<file path="config.mk">
export PLATFORM = sky130hd
export DESIGN_NAME = phase_diff_chip_slicer
export DESIGN_NICKNAME = d
export VERILOG_FILES = /design/src/rtl/cordic_pkg.sv /design/src/rtl/phase_wrap.sv /design/src/rtl/phase_diff_chip_slicer.sv
export SDC_FILE = /design/constraint.sdc
export NUM_CORES = 1
export LEC_CHECK = 0
export ABC_AREA = 0
export CAP_MARGIN = 20
export CORE_MARGIN = 2
export CORE_UTILIZATION = 55
export CTS_CLUSTER_DIAMETER = 150
export DETAILED_ROUTE_END_ITERATION = 12
export GPL_TIMING_DRIVEN = 0
export PLACE_DENSITY = 0.82
export SLEW_MARGIN = 20
export SYNTH_ARGS = -nofsm -noshare
export SYNTH_HDL_FRONTEND = slang
export SYNTH_SLANG_ARGS = --single-unit
export TNS_END_PERCENT = 100
</file>
<file path="constraint.sdc">
create_clock -name clock -period 7.2 [get_ports clock]
set_input_delay 1.08 -clock clock [delete_from_list [all_inputs] [get_ports clock]]
set_output_delay 1.08 -clock clock [all_outputs]
set_load 0.03 [all_outputs]
</file>
<file path="src/rtl/cordic_pkg.sv">
// Shared angle types and constants for the CORDIC receive path.
package cordic_pkg;

   localparam int ANGLE_W    = 16;
   localparam int ANGLE_HALF = 180;
   localparam int ANGLE_FULL = 360;

   typedef logic signed [ANGLE_W-1:0] angle_t;

   typedef enum logic {
      PRIME,
      RUN
   } slicer_state_t;

endpackage

</file>
<file path="src/rtl/phase_wrap.sv">
// Wrapped phase difference cur - prev, result in (-180, 180] degrees.
module phase_wrap
   import cordic_pkg::*;
(
   input  angle_t cur,
   input  angle_t prev,
   output angle_t diff
);

   localparam int DW = ANGLE_W + 1;
   localparam logic signed [DW-1:0] HALF = DW'(ANGLE_HALF);
   localparam logic signed [DW-1:0] FULL = DW'(ANGLE_FULL);

   logic signed [DW-1:0] raw;
   logic signed [DW-1:0] wrapped;

   always_comb begin
      raw     = {cur[ANGLE_W-1], cur} - {prev[ANGLE_W-1], prev};
      wrapped = raw;
      if (raw > HALF) begin
         wrapped = raw - FULL;
      end else if (raw <= -HALF) begin
         wrapped = raw + FULL;
      end
   end

   assign diff = angle_t'(wrapped);

endmodule

</file>
<file path="src/rtl/phase_diff_chip_slicer.sv">
// Phase-difference integrate-and-dump chip slicer for O-QPSK/MSK.
// Optional chip hysteresis enabled by defining CHIP_HYST_EN.
module phase_diff_chip_slicer
   import cordic_pkg::*;
#(
   parameter int OSR   = 4,
   parameter int ACC_W = 16,
   parameter int HYST  = 8
) (
   input  logic               clock,
   input  logic               reset,
   input  logic signed [15:0] i_angle,
   input  logic               i_valid,
   input  logic               i_clear,
   output logic signed [15:0] o_dphase,
   output logic               o_dphase_valid,
   output logic               o_chip,
   output logic               o_chip_valid
);

`ifdef CHIP_HYST_EN
   localparam bit HYST_ON = 1'b1;
`else
   localparam bit HYST_ON = 1'b0;
`endif

   localparam int CNT_W = $clog2(OSR);
   localparam int SUM_W = ((ACC_W > ANGLE_W) ? ACC_W : ANGLE_W) + 1;

   localparam logic signed [SUM_W-1:0] SAT_HI =
      SUM_W'((64'sd1 <<< (ACC_W - 1)) - 64'sd1);
   localparam logic signed [SUM_W-1:0] SAT_LO = ~SAT_HI;
   localparam logic signed [SUM_W-1:0] HYST_W = SUM_W'(HYST);
   localparam logic [CNT_W-1:0] CNT_LAST = CNT_W'(OSR - 1);

   slicer_state_t state;
   angle_t        prev_angle;
   angle_t        d;

   logic signed [ACC_W-1:0] acc;
   logic [CNT_W-1:0]        cnt;

   logic signed [SUM_W-1:0] sum_w;
   logic signed [SUM_W-1:0] sat_w;
   logic signed [SUM_W-1:0] mag;
   logic signed [ACC_W-1:0] s;
   logic                    in_band;
   logic                    chip_next;

   phase_wrap u_wrap (
      .cur  (i_angle),
      .prev (prev_angle),
      .diff (d)
   );

   // Saturating accumulate so large OSR cannot flip the sign by wrapping.
   always_comb begin
      sum_w = {{(SUM_W-ACC_W){acc[ACC_W-1]}}, acc}
            + {{(SUM_W-ANGLE_W){d[ANGLE_W-1]}}, d};
      sat_w = sum_w;
      if (sum_w > SAT_HI) begin
         sat_w = SAT_HI;
      end else if (sum_w < SAT_LO) begin
         sat_w = SAT_LO;
      end
      s         = ACC_W'(sat_w);
      mag       = sat_w[SUM_W-1] ? -sat_w : sat_w;
      in_band   = mag < HYST_W;
      chip_next = (HYST_ON && in_band) ? o_chip : ~s[ACC_W-1];
   end

   always_ff @(posedge clock) begin
      if (reset) begin
         state          <= PRIME;
         prev_angle     <= '0;
         acc            <= '0;
         cnt            <= '0;
         o_dphase       <= '0;
         o_dphase_valid <= 1'b0;
         o_chip         <= 1'b0;
         o_chip_valid   <= 1'b0;
      end else begin
         o_dphase_valid <= 1'b0;
         o_chip_valid   <= 1'b0;
         if (i_clear) begin
            state <= PRIME;
            acc   <= '0;
            cnt   <= '0;
         end else if (i_valid) begin
            prev_angle <= i_angle;
            unique case (state)
               PRIME: begin
                  state <= RUN;
               end
               RUN: begin
                  o_dphase       <= d;
                  o_dphase_valid <= 1'b1;
                  if (cnt == CNT_LAST) begin
                     o_chip       <= chip_next;
                     o_chip_valid <= 1'b1;
                     acc          <= '0;
                     cnt          <= '0;
                  end else begin
                     acc <= s;
                     cnt <= cnt + CNT_W'(1);
                  end
               end
            endcase
         end
      end
   end

endmodule

</file>
# Word-level counts from Yosys, hierarchy flattened
# Index checks and enable logic that the tools add are counted.
word_totals:
  register_bits: 54
  in_bits: 20
  out_inout_bits: 19
classes:
  addsub: 5
  order_cmp: 4
  eq_ne: 1
  muxes: 8
  bitwise_logic: 4
  n_reduce_logical: 7
ops:
  columns: ["cell", "n"]
  rows:
  - ["two-way mux 16 bit", 5]
  - ["adder 16 x 16 -> 17 bit", 1]
  - ["> comparator 17 x 16 -> 1 bit, second input constant", 1]
  - ["> comparator 17 x 9 -> 1 bit, second input constant", 1]
  - ["less-or-equal comparator 17 x 9 -> 1 bit, second input constant", 1]
  - ["less-than comparator 17 x 16 -> 1 bit, second input constant", 1]
  - ["subtractor 16 x 16 -> 17 bit", 1]
  - ["adder 16 x 10 -> 16 bit, second input constant", 1]
  - ["subtractor 16 x 10 -> 16 bit, second input constant", 1]
  - ["NOT 1 bit", 4]
  - ["AND reduction 2 bit", 2]
  - ["AND reduction 4 bit", 1]
  - ["OR reduction 4 bit", 1]
  - ["AND reduction 3 bit", 1]
  - ["OR reduction 3 bit", 1]
  - ["adder 2 x 1 -> 2 bit, second input constant", 1]
  - ["equality test 2 bit, second input constant", 1]
  - ["two-way mux 1 bit", 2]
  - ["two-way mux 2 bit", 1]
  - ["OR reduction 2 bit", 1]

# Depth between registers and ports, before layout
# Gate-level depths: netlist of the first run.
logic_depth:
  ltp_word: 9
  ltp_mapped: 28
  ltp_nobuf: 27

# Modules after synthesis
# Synthesis of the first run repeated with hierarchy kept, for this count alone.
unflattened:
  hier_cells: 587
  hier_area_um2: 4438.0
by_module_without_submodules:
  columns: ["module", "instances", "cells_per_inst", "area_each_um2"]
  rows:
  - ["phase_diff_chip_slicer", 1, 359, 2793.9]
  - ["phase_wrap", 1, 228, 1644.1]

# Least setup slack after synthesis of the first run
# No wires, ideal clock.
synth_path:
  kind: "input-to-reg"
  from: "input i_angle[0]"
  to: "register acc[2]"
  setup_ps: 60
  arrival_time_ps: 6135
  setup_slack_ps: 1005
  cell_stages: 27
  cell_sequence: "inv_1 ha_1 fa_1 nand2b_1 a21oi_1 xor2_1 inv_1 ha_1 nand2_1 a41oi_1 a211oi_1 o22ai_1 or2b_1 o41ai_4 o22ai_1 xnor2_1 ha_1 a2111oi_0 o21ai_0 a31o_2 a21oi_1 o21a_1 o211ai_1 nor2_1 clkbuf_1 o21ai_0 nand2_1"
synth_between:
  elab_chain_len: 9
synth_lines:
  columns: ["item", "line", "text"]
  rows:
  - ["from (decl)", "phase_diff_chip_slicer.sv:12", "input logic signed [15:0] i_angle,"]
  - ["subtractor 16 x 16 -> 17 bit *", "phase_wrap.sv:18", "raw = {cur[ANGLE_W-1], cur} - {prev[ANGLE_W-1], prev};"]
  - ["adder 16 x 10 -> 16 bit / less-or-equal comparator 17 x 9 -> 1 bit (equally long branches)", "phase_wrap.sv:23, phase_wrap.sv:22", null]
  - ["two-way mux 16 bit", "phase_wrap.sv:22", "end else if (raw <= -HALF) begin"]
  - ["two-way mux 16 bit *", "phase_wrap.sv:20", "if (raw > HALF) begin"]
  - ["net d[6]", "phase_diff_chip_slicer.sv:38", "angle_t d;"]
  - ["adder 16 x 16 -> 17 bit *", "phase_diff_chip_slicer.sv:59", "+ {{(SUM_W-ANGLE_W){d[ANGLE_W-1]}}, d};"]
  - ["less-than comparator 17 x 16 -> 1 bit", "phase_diff_chip_slicer.sv:63", "end else if (sum_w < SAT_LO) begin"]
  - ["two-way mux 16 bit", "phase_diff_chip_slicer.sv:63", null]
  - ["two-way mux 16 bit *", "phase_diff_chip_slicer.sv:61", "if (sum_w > SAT_HI) begin"]
  - ["two-way mux 16 bit *", "phase_diff_chip_slicer.sv:98", "if (cnt == CNT_LAST) begin"]
  - ["to (signal assigned)", "phase_diff_chip_slicer.sv:104", "acc <= s;"]
  - ["to (decl)", "phase_diff_chip_slicer.sv:40", "logic signed [ACC_W-1:0] acc;"]
# Mark *: on every way through the listed nets, which the timed path passes. The rest lies on a longest branch.
# A chain may end at the register's enable or synchronous reset.

# Worst setup path after layout of the first run
# Ends and elaborated chain as after synthesis.

==> results of run 1 <==
## sequential cells by signal (all words and copies together), names as in the netlist
signal and count:
o_chip 1, o_chip_valid 1, state 1, cnt 2, o_dphase_valid 1, o_dphase 16
prev_angle 16, acc 16
## worst max-delay path by stage
stage | start | to | slack (ns) | cells past startpoint
finish | i_angle[0] | acc[2] | 0.29 | 29
global route | i_angle[0] | acc[2] | -0.07 | 29
CTS | i_angle[0] | acc[9] | 0.03 | 27
detailed placement | i_angle[0] | acc[2] | -0.47 | 28
global placement | i_angle[0] | acc[2] | -0.41 | 28
floorplan | i_angle[0] | acc[2] | 1.00 | 27
## where the power goes
group          switching, mW  leakage (nW)  total, mW  internal [mW]
clock                  0.108        0.0514      0.212          0.104
combinational          0.259          1.59      0.424          0.165
sequential           0.00469         0.438      0.312          0.307
total                  0.372          2.08      0.947          0.576
## cell usage in the layout, fill, tap and decap left out, types with 3 or more instances in the layout
cell type	synthesis	layout
clkbuf_1	19	19
and3_1	3	3
and2_1	9	9
nor2_1	38	38
clkdlybuf4s50_1	0	38
or3_1	14	14
o31a_1	4	4
o211ai_1	7	7
o31ai_1	4	4
a31o_2	3	3
nor3_1	12	12
nand3b_1	10	10
buf_4	0	5
nor4_1	3	3
o21bai_1	8	8
dfxtp_1	54	54
o21ai_0	23	22
nand4_1	5	5
nand2b_1	6	6
nand3_1	29	29
clkbuf_8	0	5
xor2_1	6	5
nor2b_1	3	3
ha_1	40	40
a211oi_1	9	9
a21oi_1	52	51
inv_1	35	34
or2_2	5	5
o22ai_1	7	7
o21ai_1	3	3
xnor2_1	22	21
a21o_1	10	10
mux2i_1	5	5
o32ai_1	3	3
o21a_1	8	8
nand2_1	91	91
## final cells by class
cell class              count  area (um2)
plain buffers              19       72.57
clock buffers               6       72.57
clock inverters             2       37.54
fillers                   670        2626
inverters                  36       135.1
multi-input cells         477        3157
flip-flops and latches     54        1081
well taps                 102       127.6
repair buffers             43       417.9
## per-layer routing
layer	vias to the layer above	part of all wire, %	global-route usage [%]
li1	2192	-	-
met5	-	0	0
met2	164	47	45.62
met3	28	6.2	3.465
met1	2065	43	33.28
met4	0	3.6	10.91
## repair_timing
| action | in CTS | in global routing |
|---|---|---|
| gates resized for setup | 2 | 11 |
| setup buffers | 0 | 5 |
| hold buffers | 0 | 0 |
| pin swaps | 0 | 4 |
| endpoints found under the setup margin | 11 | 15 |
| cloned | 0 | 0 |
## logic make-up after synthesis
logic type	synth area share, %
AO/OA/AOI/OAI	25.04
XOR/XNOR	5.589
adder cells (fa/ha/maj)	12.32
buffers and inverters	4.790
flip-flops	24.64
multiplexers	1.397
AND/OR/NAND/NOR	26.23
## worst max-delay path: cells and delay by family
| family | cells | cell delay, ns |
|---|---|---|
| buffers and inverters | 5 | 1.13 |
| and+or+nand+nor | 5 | 0.84 |
| xor gates and xnor gates | 2 | 0.43 |
| AOI/OAI and AO/OA | 13 | 2.54 |
| adders and majority gates | 4 | 1.13 |
## through the flow
step | setup TNS [ns] | utilization (%) | cells
after global placement | -3.920 | 63.36 | 727
after detailed placement | -4.865 | 63.36 | 727
after CTS | 0 | 64.85 | 735
final | 0 | 66.01 | 739
after global routing | -0.3094 | 66.01 | 739
after floorplan | 0 | - | 587
==> metrics.md, run 1 <==
| Metric | Value |
|---|---|
| Status | `completed` |
| Final WL | `11,450 um` |
| WP data arrival | `between 7 and 8 ns` |
| Worst R2R End | `acc[2]` |
| Crit-path most repeated cell | `ha_1` |
| Setup violations, final | `0` |
| TritonCTS clock tree | `built` |
| DP Worst Slack | `-0.4661 ns` |
| Synth top area cells | `dfxtp_1 (25%), ha_1 (11%), nand2_1 (7.8%)` |
| Hold crit path type | `reg -> reg` |
| Hold slack final | `0.4567 ns` |
| PortBufs | `38` |
| Cell area after layout | `5101 um2` |
| RR Startpoint | `prev_angle[2]` |
| Die Y-Extent | `93.32 um` |
| Placed inst area | `4896 um2` |
| Core region area | `7727 um2` |
| Reg clk slew, reported paths | `0.09 ns` |
| Register area share after synthesis | `24.64%` |
| Yosys cell types | `between 60 and 70` |
| F_max | `144.8 MHz` |
| WP data required | `roughly 7.5 ns` |
| 1st-pass router iterations | `5` |
| Final Skew | `~0.012 ns` |
| # H-tree levels | `2` |
| Area share of the largest cell type after synthesis | `24.64%` |
| Most area-hungry cell type in the Yosys netlist | `dfxtp_1` |
| Final net count | `698` |
| Cells after synthesis | `between 500 and 600` |
| Hold Crit Start | `acc[2]` |
| Pins Over Slew Limit | `0` |
| Area grow syn2layout | `16.25%` |
| Syn_nets | `649` |
| Worst Tran Pin Value | `0.6540 ns` |
| YS warnings | `0` |
| Initial antenna violation count | `0` |
| Critical path class | `in -> reg` |
| DR vias | `4,449` |
| Top_reg_cell synth | `dfxtp_1` |
| Initial Util | `56.78%` |
| Antenna cells | `0` |
| Post-DP HPWL | `8805 um` |
| Final ANT Viol Nets | `0` |
| Routability cong. | `0.9186` |
| Cell row count | `32` |
| Clk sink count | `54` |
| Slew HR | `around 56%` |
| Die area | `8709 um2` |
| Final min period | `6.907 ns` |
| Post-detailed-route DRC marker count | `0` |
| Leakage power | `2.076 nW` |
| Async SR Flop Fraction | `0%` |
| R2R setup slack | `1.21 ns` |
| CP startpoint kind | `input port` |
| Pwr dens | `around 190 nW/um2` |
| Dominant cell by count in the synthesized netlist | `nand2_1` |
| Root Buffer | `clkbuf_8` |
| First-pass GRT wire length | `18,860 um` |
| Min-Delay Endpoint | `acc[2]` |
| Post-synth EDFFs | `0` |
| Tot GR Track Use | `between 20% and 30%` |
| Critical-path top delay cell | `clkdlybuf4s50_1` |
| I/O Pins | `39` |
| Mean Syn Cell Area | `7.475 um2` |
| Fin. Hold Viols | `0` |
| Largest net degree at the start of global routing | `17` |
| Register bit total from synthesis | `54` |
| CP endpoint kind | `flop` |
| Remaining global-route overflow | `0` |
| Worst reg2reg path depth | `27` |
| Max Cap Viol | `0` |
| Clk_lat worst skew | `0.32 ns` |
| Hold depth | `2` |
| Wirelength per Cell | `approximately 15 um` |
| CP max FO | `10` |
| Final WS setup | `0.2933 ns` |
| CTS buffer count | `5` |
| Fraction of layout cells with a size suffix above 1 | `around 6.4%` |
| Final Total Pwr | `0.9475 mW` |
| 1st-iter DRT viols | `227` |
| Post-synth top cells | `nand2_1 (91), dfxtp_1 (54), a21oi_1 (52)` |
| Vias/cell | `~6` |
| Die W | `93.32 um` |
| Final Cycle Share | `between 90% and 100%` |
| Max Root-Sink Buffers | `2` |
| Mapped cell area | `4388 um2` |
| Vias in the first global route | `4,189` |
| CP peak stage delay | `0.48 ns` |
| VDD IR max | `0.08636 mV` |
Note: power is estimated with default switching activity, not from simulation.
==> run 2, diff against run 1 <==
--- a/config.mk
+++ b/config.mk
@@ -13,6 +13,7 @@
 export DETAILED_ROUTE_END_ITERATION = 12
 export GPL_TIMING_DRIVEN = 0
 export PLACE_DENSITY = 0.82
+export REMOVE_ABC_BUFFERS = 1
 export SLEW_MARGIN = 20
 export SYNTH_ARGS = -nofsm -noshare
 export SYNTH_HDL_FRONTEND = slang
==> metrics.md, run 2 (synthesis gave the netlist of run 1 again) <==
| Metric | Value |
|---|---|
| Cell area after layout | `5095 um2 (was 5101 um2)` |
| # H-tree levels | `2 (unchanged)` |
| Setup violations, final | `0 (unchanged)` |
| Final Skew | `0.01184 ns (was 0.01172 ns)` |
| Die Y-Extent | `93.32 um (unchanged)` |
| Leakage power | `2.094 nW (was 2.076 nW)` |
| DR vias | `4,292 (was 4,449)` |
| Max Root-Sink Buffers | `2 (unchanged)` |
| Remaining global-route overflow | `0 (unchanged)` |
| CP startpoint kind | `input port (unchanged)` |
| WP data arrival | `7.12 ns (was 7.16 ns)` |
| Hold slack final | `0.4554 ns (was 0.4567 ns)` |
| Hold crit path type | `reg -> reg (unchanged)` |
| Tot GR Track Use | `26.13% (was 26.50%)` |
| Max Cap Viol | `0 (unchanged)` |
| Clk sink count | `54 (unchanged)` |
| Clk_lat worst skew | `0.33 ns (was 0.32 ns)` |
| Final net count | `682 (was 698)` |
| PortBufs | `38 (unchanged)` |
| Met3 GRT Util | `3.707% (was 3.465%)` |
| Crit-path most repeated cell | `ha_1 (unchanged)` |
| First-pass GRT wire length | `18,470 um (was 18,860 um)` |
| Final ANT Viol Nets | `0 (unchanged)` |
| 1st-pass router iterations | `5 (unchanged)` |
| Pwr dens | `185.6 nW/um2 (was 185.7 nW/um2)` |
| Vias in the first global route | `4,011 (was 4,189)` |
| CTS buffer count | `5 (unchanged)` |
| Final min period | `6.871 ns (was 6.907 ns)` |
| Placed inst area | `4816 um2 (was 4896 um2)` |
| Gr busiest metal | `met2 (unchanged)` |
| Reg clk slew, reported paths | `0.12 ns (was 0.09 ns)` |
| Worst Tran Pin Value | `1.046 ns (was 0.6540 ns)` |
| I/O Pins | `39 (unchanged)` |
| Status | `completed (unchanged)` |
| Root Buffer | `clkbuf_8 (unchanged)` |
| Wirelength per Cell | `15.47 um (was 15.50 um)` |
| Final WL | `11,180 um (was 11,450 um)` |
| 1st-iter DRT viols | `274 (was 227)` |
| Cell row count | `32 (unchanged)` |
| Pins Over Slew Limit | `0 (unchanged)` |
| Critical-path top delay cell | `clkdlybuf4s50_1 (unchanged)` |
| Largest registers | `acc (16), o_dphase (16), prev_angle (16) (unchanged)` |
| CP peak stage delay | `0.47 ns (was 0.48 ns)` |
| Largest net degree at the start of global routing | `36 (was 17)` |
| Initial antenna violation count | `0 (unchanged)` |
| Grt met2 use | `47.30% (was 45.62%)` |
| WP data required | `7.45 ns (was 7.46 ns)` |
| Antenna cells | `0 (unchanged)` |
| Critical path class | `in -> reg (unchanged)` |
| Initial Util | `56.78% (unchanged)` |
| Most frequent cells in the layout | `nand2_1 (91), dfxtp_1 (54), a21oi_1 (51) (unchanged)` |
| Final Cycle Share | `95.43% (was 95.93%)` |
| Post-detailed-route DRC marker count | `0 (unchanged)` |
| CP endpoint kind | `flop (unchanged)` |
| VDD IR max | `0.1011 mV (was 0.08636 mV)` |
| Core region area | `7727 um2 (unchanged)` |
| Global Route met1 Usage | `32.30% (was 33.28%)` |
| Commonest non-fill, non-tap cell in the layout | `nand2_1 (unchanged)` |
| Die area | `8709 um2 (unchanged)` |
| TritonCTS clock tree | `built (unchanged)` |
| Die W | `93.32 um (unchanged)` |
| Fraction of layout cells with a size suffix above 1 | `7.568% (was 6.436%)` |
| Routability cong. | `0.9817 (was 0.9186)` |
| CP max FO | `6 (was 10)` |
| Area grow syn2layout | `16.11% (was 16.25%)` |
| Post-DP HPWL | `8475 um (was 8805 um)` |
| Vias/cell | `5.936 (was 6.020)` |
| F_max | `145.5 MHz (was 144.8 MHz)` |
| Fin. Hold Viols | `0 (unchanged)` |
| Slew HR | `30.30% (was 56.21%)` |
run 2: worst paths after layout:
| check | start | end | slack (ns) | cells past startpoint |
|---|---|---|---|---|
| min | acc[2] | acc[2] | 0.46 | 2 |
| max | i_angle[0] | acc[1] | 0.33 | 29 |
| min reg2reg | acc[2] | acc[2] | 0.46 | 2 |
| max reg2reg | prev_angle[0] | acc[1] | 1.29 | 27 |
run 2: stage by stage:
step	util [%]	worst slack (ns)	instances	TNS, ns	power, mW
after global placement	62.39	-0.6212	707	-6.506	0.6938
after CTS	64.88	0.06566	721	0	0.9363
final	65.93	0.3287	723	0	0.9456
after global routing	65.93	-0.09820	723	-0.1998	1.005
after floorplan	-	0.9767	567	0	0.6144
after detailed placement	62.32	-0.7555	707	-8.667	0.7080
run 2: final cells by class:
| class | count | area (um2) |
|---|---|---|
| Fill cell | 698 | 2633 |
| Clock inverter | 3 | 47.55 |
| Tap cell | 102 | 127.6 |
| Timing Repair Buffer | 46 | 460.4 |
| Inverter | 36 | 135.1 |
| Sequential cell | 54 | 1081 |
| Multi-Input combinational cell | 477 | 3174 |
| Clock buffer | 5 | 68.82 |
run 2: metal layers:
metal  share of wire (%)  wire (um)
met4                 1.4        162
met5                   0          0
met3                 4.1        460
met1                  43       4854
met2                  51       5707
run 2: report_power, final:
group	switching (mW)	internal (mW)	leakage [nW]
clock	0.115	0.106	0.0587
combinational	0.250	0.164	1.60
sequential	0.00473	0.307	0.438
total	0.369	0.576	2.09
run 2: repair_timing:
item / 4_1_cts / 5_1_grt
hold endpoints to repair: 0 / 0
hold buffers: 0 / 0
gates resized for setup: 3 / 12
setup buffers: 6 / 2
setup endpoints to repair: 12 / 15
pin swaps: 3 / 3
run 2: critical path: cells and delay by family:
family                     cells  cell delay [ns]
xor gates and xnor gates       2             0.45
adders and majority gates      4             1.12
AOI/OAI and AO/OA             12             2.33
buffers and inverters          4             0.87
and+or+nand+nor                7             1.26
==> run 3, diff against run 2 <==
--- a/config.mk
+++ b/config.mk
@@ -5,9 +5,8 @@
 export SDC_FILE = /design/constraint.sdc
 export NUM_CORES = 1
 export LEC_CHECK = 0
-export ABC_AREA = 0
 export CAP_MARGIN = 20
-export CORE_MARGIN = 2
+export CORE_MARGIN = 1
 export CORE_UTILIZATION = 55
 export CTS_CLUSTER_DIAMETER = 150
 export DETAILED_ROUTE_END_ITERATION = 12
==> constraint.sdc (replaced) <==
create_clock -name clock -period 7.2 [get_ports clock]
set_input_delay 1.44 -clock clock [delete_from_list [all_inputs] [get_ports clock]]
set_output_delay 1.44 -clock clock [all_outputs]
set_load 0.03 [all_outputs]
==> metrics.md, run 3 (synthesis gave the netlist of run 1 again) <==
| Metric | Value |
|---|---|
| Critical-path top delay cell | `clkdlybuf4s50_1 (unchanged)` |
| Post-DP HPWL | `8401 um (was 8475 um)` |
| Vias in the first global route | `4,040 (was 4,011)` |
| Largest registers | `acc (16), o_dphase (16), prev_angle (16) (unchanged)` |
| Worst reg2reg path depth | `25 (was 27)` |
| Final Total Pwr | `0.9316 mW (was 0.9456 mW)` |
| CTS buffer count | `5 (unchanged)` |
| Fraction of layout cells with a size suffix above 1 | `9.280% (was 7.568%)` |
| Die Y-Extent | `91.32 um (was 93.32 um)` |
| CP startpoint kind | `input port (unchanged)` |
| Worst R2R End | `acc[1] (unchanged)` |
| Final WS setup | `0.2570 ns (was 0.3287 ns)` |
| Die W | `91.32 um (was 93.32 um)` |
| Crit path launch | `i_angle[2] (was i_angle[0])` |
| Status | `completed (unchanged)` |
| Critical path class | `in -> reg (unchanged)` |
| Clk sink count | `54 (unchanged)` |
| Final Skew | `0.01050 ns (was 0.01184 ns)` |
| Slew HR | `29.66% (was 30.30%)` |
| Die area | `8339 um2 (was 8709 um2)` |
| Root Buffer | `clkbuf_8 (unchanged)` |
| Cell row count | `32 (unchanged)` |
| DR vias | `4,325 (was 4,292)` |
| Core region area | `7727 um2 (unchanged)` |
| Final net count | `686 (was 682)` |
| Crit-path most repeated cell | `ha_1 (unchanged)` |
| Most frequent cells in the layout | `nand2_1 (91), dfxtp_1 (54), a21oi_1 (50) (was nand2_1 (91), dfxtp_1 (54), a21oi_1 (51))` |
| Pwr dens | `181.2 nW/um2 (was 185.6 nW/um2)` |
| 1st-iter DRT viols | `214 (was 274)` |
| CP endpoint kind | `flop (unchanged)` |
| Tot GR Track Use | `27.55% (was 26.13%)` |
| Delay-heaviest family, CP | `compound AO/OA/AOI/OAI gates (unchanged)` |
| First-pass GRT wire length | `18,780 um (was 18,470 um)` |
| Final WL | `11,310 um (was 11,180 um)` |
| Leakage power | `2.109 nW (was 2.094 nW)` |
| Commonest non-fill, non-tap cell in the layout | `nand2_1 (unchanged)` |
| Area grow syn2layout | `17.19% (was 16.11%)` |
| Post-detailed-route DRC marker count | `0 (unchanged)` |
| Reg clk slew, reported paths | `0.09 ns (was 0.12 ns)` |
| PortBufs | `38 (unchanged)` |
| R2R setup slack | `1.47 ns (was 1.29 ns)` |
| Initial Util | `56.78% (unchanged)` |
| Max Root-Sink Buffers | `2 (unchanged)` |
| WP data arrival | `7.17 ns (was 7.12 ns)` |
| # H-tree levels | `2 (unchanged)` |
| RR Startpoint | `prev_angle[2] (was prev_angle[0])` |
| Clk_lat worst skew | `0.31 ns (was 0.33 ns)` |
| Remaining global-route overflow | `0 (unchanged)` |
| CP peak stage delay | `0.43 ns (was 0.47 ns)` |
| Worst path bufs/invs | `2 (was 4)` |
| Sum of negative setup slack | `0 ns (unchanged)` |
| Fin. Hold Viols | `0 (unchanged)` |
| Wirelength per Cell | `15.55 um (was 15.47 um)` |
| 1st-pass router iterations | `6 (was 5)` |
| Final min period | `6.943 ns (was 6.871 ns)` |
| Antenna cells | `0 (unchanged)` |
| TritonCTS clock tree | `built (unchanged)` |
| Levels on crit path | `25 (was 29)` |
| Hold Buf Count CTS | `0 (unchanged)` |
| Worst Tran Pin Value | `1.051 ns (was 1.046 ns)` |
| Initial antenna violation count | `0 (unchanged)` |
| Setup violations, final | `0 (unchanged)` |
| Routability cong. | `0.9327 (was 0.9817)` |
| DP Worst Slack | `-1.013 ns (was -0.7555 ns)` |
| Final ANT Viol Nets | `0 (unchanged)` |
| Pins Over Slew Limit | `0 (unchanged)` |
| Critical path endpoint | `acc[1] (unchanged)` |
| CP max FO | `7 (was 6)` |
| Hold crit path type | `reg -> reg (unchanged)` |
| Final Cycle Share | `96.43% (was 95.43%)` |
| Max Cap Viol | `0 (unchanged)` |
| I/O Pins | `39 (unchanged)` |
| Vias/cell | `5.949 (was 5.936)` |
| F_max | `144.0 MHz (was 145.5 MHz)` |
| WP data required | `7.43 ns (was 7.45 ns)` |
| VDD IR max | `0.1019 mV (was 0.1011 mV)` |
| Largest net degree at the start of global routing | `36 (unchanged)` |
==> run 3: cell type report <==
cell class	instances	area, um2
Multi-Input combinational cell	478	3211
Clock buffer	7	96.34
Sequential cell	54	1081
Tap cell	102	127.6
Clock inverter	1	8.758
Fill cell	679	2585
Inverter	36	135.1
Timing Repair Buffer	49	483.0
==> run 3: power breakdown <==
part | switching [mW] | internal [mW]
combinational | 0.254 | 0.170
sequential | 0.00470 | 0.307
clock | 0.107 | 0.0885
total | 0.366 | 0.566
==> run 3: worst min-delay path by stage <==
stage / start / end / slack [ns] / depth (start not counted)
6_report: prev_angle[6] / prev_angle[6] / 0.46 / 2
5_1_grt: prev_angle[10] / prev_angle[10] / 0.48 / 2
4_1_cts: o_dphase[2] / o_dphase[2] / 0.46 / 2
3_5_place_dp: prev_angle[10] / prev_angle[10] / 0.45 / 2
3_3_place_gp: acc[2] / acc[2] / 0.44 / 2
2_1_floorplan: acc[2] / acc[2] / 0.42 / 2
==> run 3: worst min-delay path: stages (launching register included) <==
cell,delay [ns]
dfxtp_1,0.32
nand2_1,0.05
a21oi_1,0.05
==> run 3: what timing repair did <==
item	in CTS	in global routing
buffers inserted	6	5
pin swaps	3	6
endpoints found under the hold margin	0	0
cloned	0	1
endpoints found under the setup margin	15	17
resized for setup	10	12
==> run 3: layer usage <==
| layer | vias to the layer above | wire, um | track usage (%) | part of all wire [%] |
|---|---|---|---|---|
| met5 | - | 0 | 0 | 0 |
| met4 | 0 | 267 | 8.201 | 2.4 |
| met2 | 118 | 5664 | 50.19 | 50 |
| li1 | 2185 | - | - | - |
| met1 | 2001 | 4886 | 33.68 | 43 |
| met3 | 21 | 487 | 3.350 | 4.3 |
==> run 3: through the flow <==
step,area [um2],utilization [%],instances,hold WS [ns]
floorplan,4313,-,567,0.4223
CTS,5031,65.11,721,0.4627
detailed placement,4816,62.32,707,0.4492
global placement,4821,62.39,707,0.4363
global route,5142,66.55,727,0.4834
finish,5142,66.55,727,0.4590
